File: src/rtl/piso_sequencer_if.sv
// Handshake bundle for piso_sequencer: parallel-load side and serial-output side.
interface piso_sequencer_if #(
  parameter int N = 8
);
  localparam int SW = $clog2(N);

  logic          load_valid;
  logic [N-1:0]  load_data;
  logic          load_ready;
  logic          out_ready;
  logic          out_valid;
  logic          y;
  logic [SW-1:0] ss;
  logic          last;

  modport master (
    output load_valid, load_data, out_ready,
    input  load_ready, out_valid, y, ss, last
  );

  modport slave (
    input  load_valid, load_data, out_ready,
    output load_ready, out_valid, y, ss, last
  );
endinterface

File: src/rtl/piso_sequencer.sv
// Parallel-in serial-out sequencer: holds one word and walks a mux select over it,
// one bit per output handshake, with a back-to-back reload on the final bit.
module piso_sequencer #(
  parameter int N         = 8,
  parameter bit MSB_FIRST = 1'b0
) (
  input  logic             clk,
  input  logic             reset,
  piso_sequencer_if.slave  bus
);
  localparam int SW = $clog2(N);
  localparam logic [SW-1:0] FIRST_SS = MSB_FIRST ? SW'(N - 1) : '0;
  localparam logic [SW-1:0] LAST_SS  = MSB_FIRST ? '0 : SW'(N - 1);

  typedef enum logic {
    IDLE,
    SHIFT
  } state_t;

  state_t        state_q, state_d;
  logic [N-1:0]  word_q, word_d;
  logic [SW-1:0] ss_q, ss_d;

  logic out_valid;
  logic last;
  logic out_hs;
  logic load_ready;

  always_comb begin
    state_d    = state_q;
    word_d     = word_q;
    ss_d       = ss_q;
    out_valid  = (state_q == SHIFT);
    last       = out_valid && (ss_q == LAST_SS);
    out_hs     = out_valid && bus.out_ready;
    load_ready = !out_valid || (out_hs && last);

    if (out_hs) begin
      if (last) begin
        state_d = IDLE;
      end else begin
        ss_d = MSB_FIRST ? ss_q - SW'(1) : ss_q + SW'(1);
      end
    end

    // A load in the last-bit cycle overrides the return to IDLE.
    if (bus.load_valid && load_ready) begin
      word_d  = bus.load_data;
      ss_d    = FIRST_SS;
      state_d = SHIFT;
    end
  end

  always_ff @(posedge clk) begin
    if (reset) begin
      state_q <= IDLE;
      word_q  <= '0;
      ss_q    <= '0;
    end else begin
      state_q <= state_d;
      word_q  <= word_d;
      ss_q    <= ss_d;
    end
  end

  assign bus.load_ready = load_ready;
  assign bus.out_valid  = out_valid;
  assign bus.last       = last;
  assign bus.ss         = ss_q;
  assign bus.y          = word_q[ss_q];
endmodule

File: src/flat_wrapper.sv
// flat-port wrapper written by rule: the top's interface ports become plain ports
module piso_sequencer_flat 
#(
  parameter int N         = 8,
  parameter bit MSB_FIRST = 1'b0
)
  (clk, reset, bus_load_valid, bus_load_data, bus_out_ready, bus_load_ready, bus_out_valid, bus_y, bus_ss, bus_last);
  piso_sequencer_if #(.N(N)) bus_i ();
  input  logic clk;
  input  logic reset;
  input wire logic [$bits(bus_i.load_valid)-1:0] bus_load_valid;
  input wire logic [$bits(bus_i.load_data)-1:0] bus_load_data;
  input wire logic [$bits(bus_i.out_ready)-1:0] bus_out_ready;
  output wire logic [$bits(bus_i.load_ready)-1:0] bus_load_ready;
  output wire logic [$bits(bus_i.out_valid)-1:0] bus_out_valid;
  output wire logic [$bits(bus_i.y)-1:0] bus_y;
  output wire logic [$bits(bus_i.ss)-1:0] bus_ss;
  output wire logic [$bits(bus_i.last)-1:0] bus_last;
  assign bus_i.load_valid = bus_load_valid;
  assign bus_i.load_data = bus_load_data;
  assign bus_i.out_ready = bus_out_ready;
  assign bus_load_ready = bus_i.load_ready;
  assign bus_out_valid = bus_i.out_valid;
  assign bus_y = bus_i.y;
  assign bus_ss = bus_i.ss;
  assign bus_last = bus_i.last;
  piso_sequencer #(.N(N), .MSB_FIRST(MSB_FIRST)) u_core (.clk(clk), .reset(reset), .bus(bus_i));
endmodule
File: config.mk
export PLATFORM = sky130hd
export DESIGN_NAME = piso_sequencer_flat
export DESIGN_NICKNAME = d
export VERILOG_FILES = /design/src/rtl/piso_sequencer_if.sv /design/src/rtl/piso_sequencer.sv /design/src/flat_wrapper.sv
export SDC_FILE = /design/constraint.sdc
export NUM_CORES = 1
export LEC_CHECK = 0
export ABC_AREA = 1
export BUFFER_PORTS_ARGS = -buffer_cell sky130_fd_sc_hd__buf_4
export CELL_PAD_IN_SITES_DETAIL_PLACEMENT = 1
export CELL_PAD_IN_SITES_GLOBAL_PLACEMENT = 1
export CORE_ASPECT_RATIO = 1.1
export CORE_MARGIN = 1.5
export CORE_UTILIZATION = 33
export DETAILED_ROUTE_END_ITERATION = 10
export PLACE_DENSITY_LB_ADDON = 0.2
export SLEW_MARGIN = 0
export SYNTH_ARGS = -nofsm -noshare
export SYNTH_HDL_FRONTEND = slang
export SYNTH_SLANG_ARGS = --single-unit
File: constraint.sdc
create_clock -name clk -period 1.76 [get_ports clk]
set_input_delay 0.088 -clock clk [delete_from_list [all_inputs] [get_ports clk]]
set_output_delay 0.088 -clock clk [all_outputs]
set_load 0.005 [all_outputs]
==> results of run 1 <==
kinds of logic after synthesis:
logic type      synth area share (%)
compound gates                 13.09
xor+xnor                       1.389
fa+ha+maj                      3.968
buf+inv                        14.28
flops                          38.10
simple gates                   29.17
power groups by stage:
stage | Clock, mW | Combinational, mW | Sequential (mW)
CTS | 0.231 | 0.111 | 0.303
global placement | 0 | 0.106 | 0.309
detailed placement | 0 | 0.110 | 0.309
global route | 0.246 | 0.124 | 0.305
finish | 0.224 | 0.109 | 0.303
floorplan | 0 | 0.0688 | 0.306
through the flow:
stage / power (mW) / cell area (um2) / hold slack (ns)
6_report: 0.6357 / 809.5 / 0.03262
5_1_grt: 0.6752 / 809.5 / 0.04595
4_1_cts: 0.6451 / 809.5 / 0.02653
3_5_place_dp: 0.4193 / 773.2 / 0.3286
3_3_place_gp: 0.4154 / 773.2 / 0.3219
2_1_floorplan: 0.3749 / 630.6 / 0.2347
layout make-up:
cell class,instances,area share [%]
clock buffers,4,4.482
inverters,20,9.274
multi-input cells,58,37.09
flip-flops and latches,12,29.68
well taps,18,2.782
repair buffers,18,16.69
synth_stat cells:
library cell | instances | share of area [%]
buf_6 | 1 | 1.8
inv_1 | 17 | 10
inv_2 | 3 | 1.8
nand2_4 | 1 | 1.8
o21ai_0 | 2 | 1.6
dfxtp_1 | 12 | 38
nand2_1 | 19 | 11
o21bai_1 | 6 | 7.1
o21bai_2 | 2 | 3.6
nand2_2 | 2 | 2.0
nand3_1 | 5 | 4.0
xor2_1 | 1 | 1.4
nor2_1 | 17 | 10
buf_1 | 1 | 0.59
ha_1 | 2 | 4.0
a21oi_1 | 1 | 0.79
flip-flops by register name, summed over array words and instances (netlist names):
| signal | flops |
|---|---|
| u_core.bus.out_valid | 1 |
| u_core.bus.ss | 3 |
| u_core.word_q | 8 |
worst max-delay path, cell delays in order (launching register included):
cell and delay [ns]:
dfxtp_1 0.39, ha_1 0.23, ha_1 0.21, nand2_1 0.09, nand2_2 0.06, nand2_2 0.20, inv_2 0.12, nor2_1 0.12
nor2_1 0.06
worst paths after layout:
| check | start | to | slack, ns |
|---|---|---|---|
| max | u_core.bus.ss[0] | u_core.word_q[7] | 0.17 |
| min | reset | u_core.bus.out_valid | 0.03 |
| max reg2reg | u_core.bus.ss[0] | u_core.word_q[7] | 0.17 |
| min reg2reg | u_core.word_q[3] | u_core.word_q[3] | 0.50 |
layer usage:
metal	GRT usage [%]	vias to the layer above	part of all wire [%]
li1	-	312	-
met5	0	-	0
met1	20.75	269	46
met3	3.333	2	3.5
met4	7.576	0	0.91
met2	23.43	10	49
==> flow_summary.toml, run 1 <==
[clocking]
cts_max_level = 1
clk_latency_ns = 0.27
cts.clk_slew.worst_paths_ns = 0.08
cts_buffer_depth = 2
cts_root_buffer = "clkbuf_4"
cts_inserted_buffers = 3
clock-sinks = 12
cts_tree = "built"
post_cts_resize_count = 0
cts_hold_buf = 0
post-cts-setup-buffers = 0

[routing]
drtIter0Drc = 5
first_pass_iters = 7
ant_nets = 0
via_per_inst = 4.562
drc = 1
routed_wl_um = 1428
num_vias = 593
routedWlPerCell_um = 10.98

[yosys]
synth_nets = 106
synth_warnings = 0
ys_seq_area_share_pct = 38.10
synth_cell_type_count = 16
yosys_register_bits = 12
syn-cell-area_um2 = 630.6
synth_cells = 92
synth.avg_cell_area_um2 = 6.854

[final_layout]
final_common_cell = "nand2_1"
fillers = 243
postLayoutCoreUtil_pct = 45.44
mostFrequentLayoutCells = "19 x nand2_1, 18 x buf_4, 17 x inv_1, 17 x nor2_1, 12 x dfxtp_1"
antenna_cells = 0
multi_input_area_um2 = 300.3
drive_gt1_share_pct = 26.79
regArea_um2 = 240.2
area_growth_syn_to_layout_pct = 28.37
nNetsFinal = 127
instances_no_fill = 130

[setup_path]
crit_path_max_fanout = 11
start_kind = "register"
worstPathArrival_ns = 1.76
crit_type = "register to register"
cp.required_ns = 1.93
rr_worst_depth = 8
end_kind = "register"

[grt]
grt_usage_pct = 15.60
grt_pass1_vias = 537
antenna_found_initial = 0
grt_start_max_net_pins = 12
grt-ovfl-total = 0
grt_first_pass_wirelength_um = 2442

[die]
die-width_um = 44.68
pin_count = 19
core_um2 = 1782
die_area_um2 = 2182
start_util_pct = 35.39
row_count = 16
dieHeight_um = 48.85

[pwr]
p_int_uw = 468.9
pwr-share-comb_pct = 17.1
swShare_pct = 26.25
power.switching_uw = 166.8
power_density_nw_per_um2 = 785.3
pwr-share-seq_pct = 47.6
vdd_drop_max_uv = 359.7
power.static_leakage_nw = 0.4304
p_clk_share_pct = 35.3

[timing]
min_period_ns = 1.593
fin_ws_ns = 0.1671
fin_setup_tns_ns = 0
relSlewSlack_pct = 82.00
fmax_ghz = 0.6278
hold_violations = 0
fin_skew_ns = 0.0008335
rsz0062_at_grt = "false"
period_share_pct = 90.51
tightest_slew_ns = 0.2697
finalMaxSlewViolations = 0
setup_viol = 0

[placed_design]
place_congestion = 0.7286
placedCellCount = 126
dpl_worst_slack_ns = 0.1798
dp_hpwl_um = 1193
io_buffers = 18

[hold_path]
hp-class = "input pin to register"
whs_path_depth = 2

[job]
maxCapViolCount = 0

[outcome]
outcome = "complete, but fails checks"
violations = "DRC"
Power figures use the tool's default switching activity.
==> inputs of run 2 (changes only) <==
--- a/config.mk
+++ b/config.mk
@@ -13,7 +13,7 @@
 export CORE_MARGIN = 1.5
 export CORE_UTILIZATION = 33
 export DETAILED_ROUTE_END_ITERATION = 10
-export PLACE_DENSITY_LB_ADDON = 0.2
+export PLACE_DENSITY_LB_ADDON = 0.1
 export SLEW_MARGIN = 0
 export SYNTH_ARGS = -nofsm -noshare
 export SYNTH_HDL_FRONTEND = slang
==> flow_summary.toml, run 2 (same netlist as run 1, synthesis figures left out) <==
[final_layout]
fillers = 249
multi_input_area_um2 = 300.3
finalInstanceArea_um2 = 818.3
antenna_cells = 0
area_growth_syn_to_layout_pct = 29.76
drive_gt1_share_pct = 28.32
nNetsFinal = 128
regArea_um2 = 241.5
mostFrequentLayoutCells = "19 x nand2_1, 19 x buf_4, 17 x inv_1, 17 x nor2_1, 11 x dfxtp_1"
postLayoutCoreUtil_pct = 45.93
largest_reg_flops = 8
regMostFlops = "u_core.word_q"

[clocking]
cts_tree = "built"
clk_latency_ns = 0.27
clock-sinks = 12
cts_max_level = 1
cts_hold_buf = 0
cts_inserted_buffers = 3
cts_buffer_depth = 2
cts.clk_slew.worst_paths_ns = 0.08
post-cts-setup-buffers = 0
cts_root_buffer = "clkbuf_4"

[setup_path]
crit_path_max_fanout = 11
cp.required_ns = 1.92
max_stage_delay_ns = 0.37
crit_type = "register to register"
worstPathArrival_ns = 1.73
start_kind = "register"
cp_slowest_cell = "dfxtp_2"
end_kind = "register"
crit_chain = "ha_1 > ha_1 > nand2_1 > nand2_2 > nand2_2 > inv_2 > nor2_1 > nor2_1"

[die]
die-width_um = 44.68
row_count = 16
pin_count = 19
die_area_um2 = 2182
start_util_pct = 35.39
dieHeight_um = 48.85
core_um2 = 1782

[outcome]
outcome = "complete, but fails checks"
violations = "DRC"

[grt]
grt_pass1_vias = 569
antenna_found_initial = 0
grt_first_pass_wirelength_um = 2497
grt_start_max_net_pins = 12
grt_usage_pct = 15.37
grt-ovfl-total = 0

[timing]
period_share_pct = 89.03
fmax_ghz = 0.6382
finalMaxSlewViolations = 0
hold_violations = 0
fin_skew_ns = 0.004118
min_period_ns = 1.567
tightest_slew_ns = 0.2571
rsz0062_at_grt = "false"
setup_viol = 0
relSlewSlack_pct = 82.80
fin_setup_tns_ns = 0
fin_ws_ns = 0.1931

[routing]
ant_nets = 0
num_vias = 566
drtIter0Drc = 2
via_per_inst = 4.321
routedWlPerCell_um = 10.53
routed_wl_um = 1380
drc = 1
first_pass_iters = 6

[placed_design]
dpl_worst_slack_ns = 0.1272
io_buffers = 18
dp_hpwl_um = 1168
placed_area_um2 = 780.7
place_congestion = 0.6992

[hold_path]
hp-class = "input pin to register"

[pwr]
vdd_drop_max_uv = 487.8
power.static_leakage_nw = 0.4363
power_density_nw_per_um2 = 768.8
total_power_uw = 629.1

[job]
maxCapViolCount = 0
## run 2: changes by cell type in the layout (fill, tap and decap cells not counted)
cell and delta:
dfxtp_2 +1, dfxtp_1 -1, buf_4 +1
## run 2: timing repair
item / 4_1_cts / 5_1_grt
gates resized for setup: 0 / 1
hold endpoints to repair: 0 / 0
setup endpoints to repair: 0 / 8
## run 2: stage by stage
step                std cells  hold WS [ns]
floorplan                  92        0.2347
global placement          127        0.3221
detailed placement        127        0.3261
CTS                       131       0.03207
global route              131       0.03279
finish                    131       0.03684
## run 2: cell type report
class	count	area share (%)
multi-input cells	58	36.70
flip-flops and latches	12	29.51
repair buffers	19	17.43
inverters	20	9.174
clock buffers	4	4.434
well taps	18	2.752
## run 2: report_power, final
| part | total (mW) | switching, mW | internal [mW] | leakage (nW) |
|---|---|---|---|---|
| Combinational | 0.109 | 0.0551 | 0.0535 | 0.316 |
| Clock | 0.218 | 0.0922 | 0.126 | 0.0210 |
| Sequential | 0.303 | 0.0127 | 0.290 | 0.0994 |
| Total | 0.629 | 0.160 | 0.469 | 0.436 |
## run 2: worst paths after layout
path	start	endpoint	slack, ns	depth (start not counted)
worst max register to register	u_core.bus.ss[0]	u_core.word_q[0]	0.19	8
worst min register to register	u_core.word_q[1]	u_core.word_q[1]	0.49	2
worst min-delay path	reset	u_core.bus.out_valid	0.04	2
worst max-delay path	u_core.bus.ss[0]	u_core.word_q[0]	0.19	8
## run 2: worst max-delay path, delay by kind of cell, from the launching register on
family	cells	cell delay, ns
adders and majority gates	2	0.42
buffers and inverters	1	0.12
DFF	1	0.37
and+or+nand+nor	5	0.54
## run 2: per-layer routing
layer,global-route usage (%),share of wire [%],vias to the layer above,routed length [um]
li1,-,-,317,-
met1,22.25,51,237,709
met2,22.46,44,10,609
met3,2.222,3.4,2,47
met4,6.061,1.0,0,14
met5,0,0,-,0
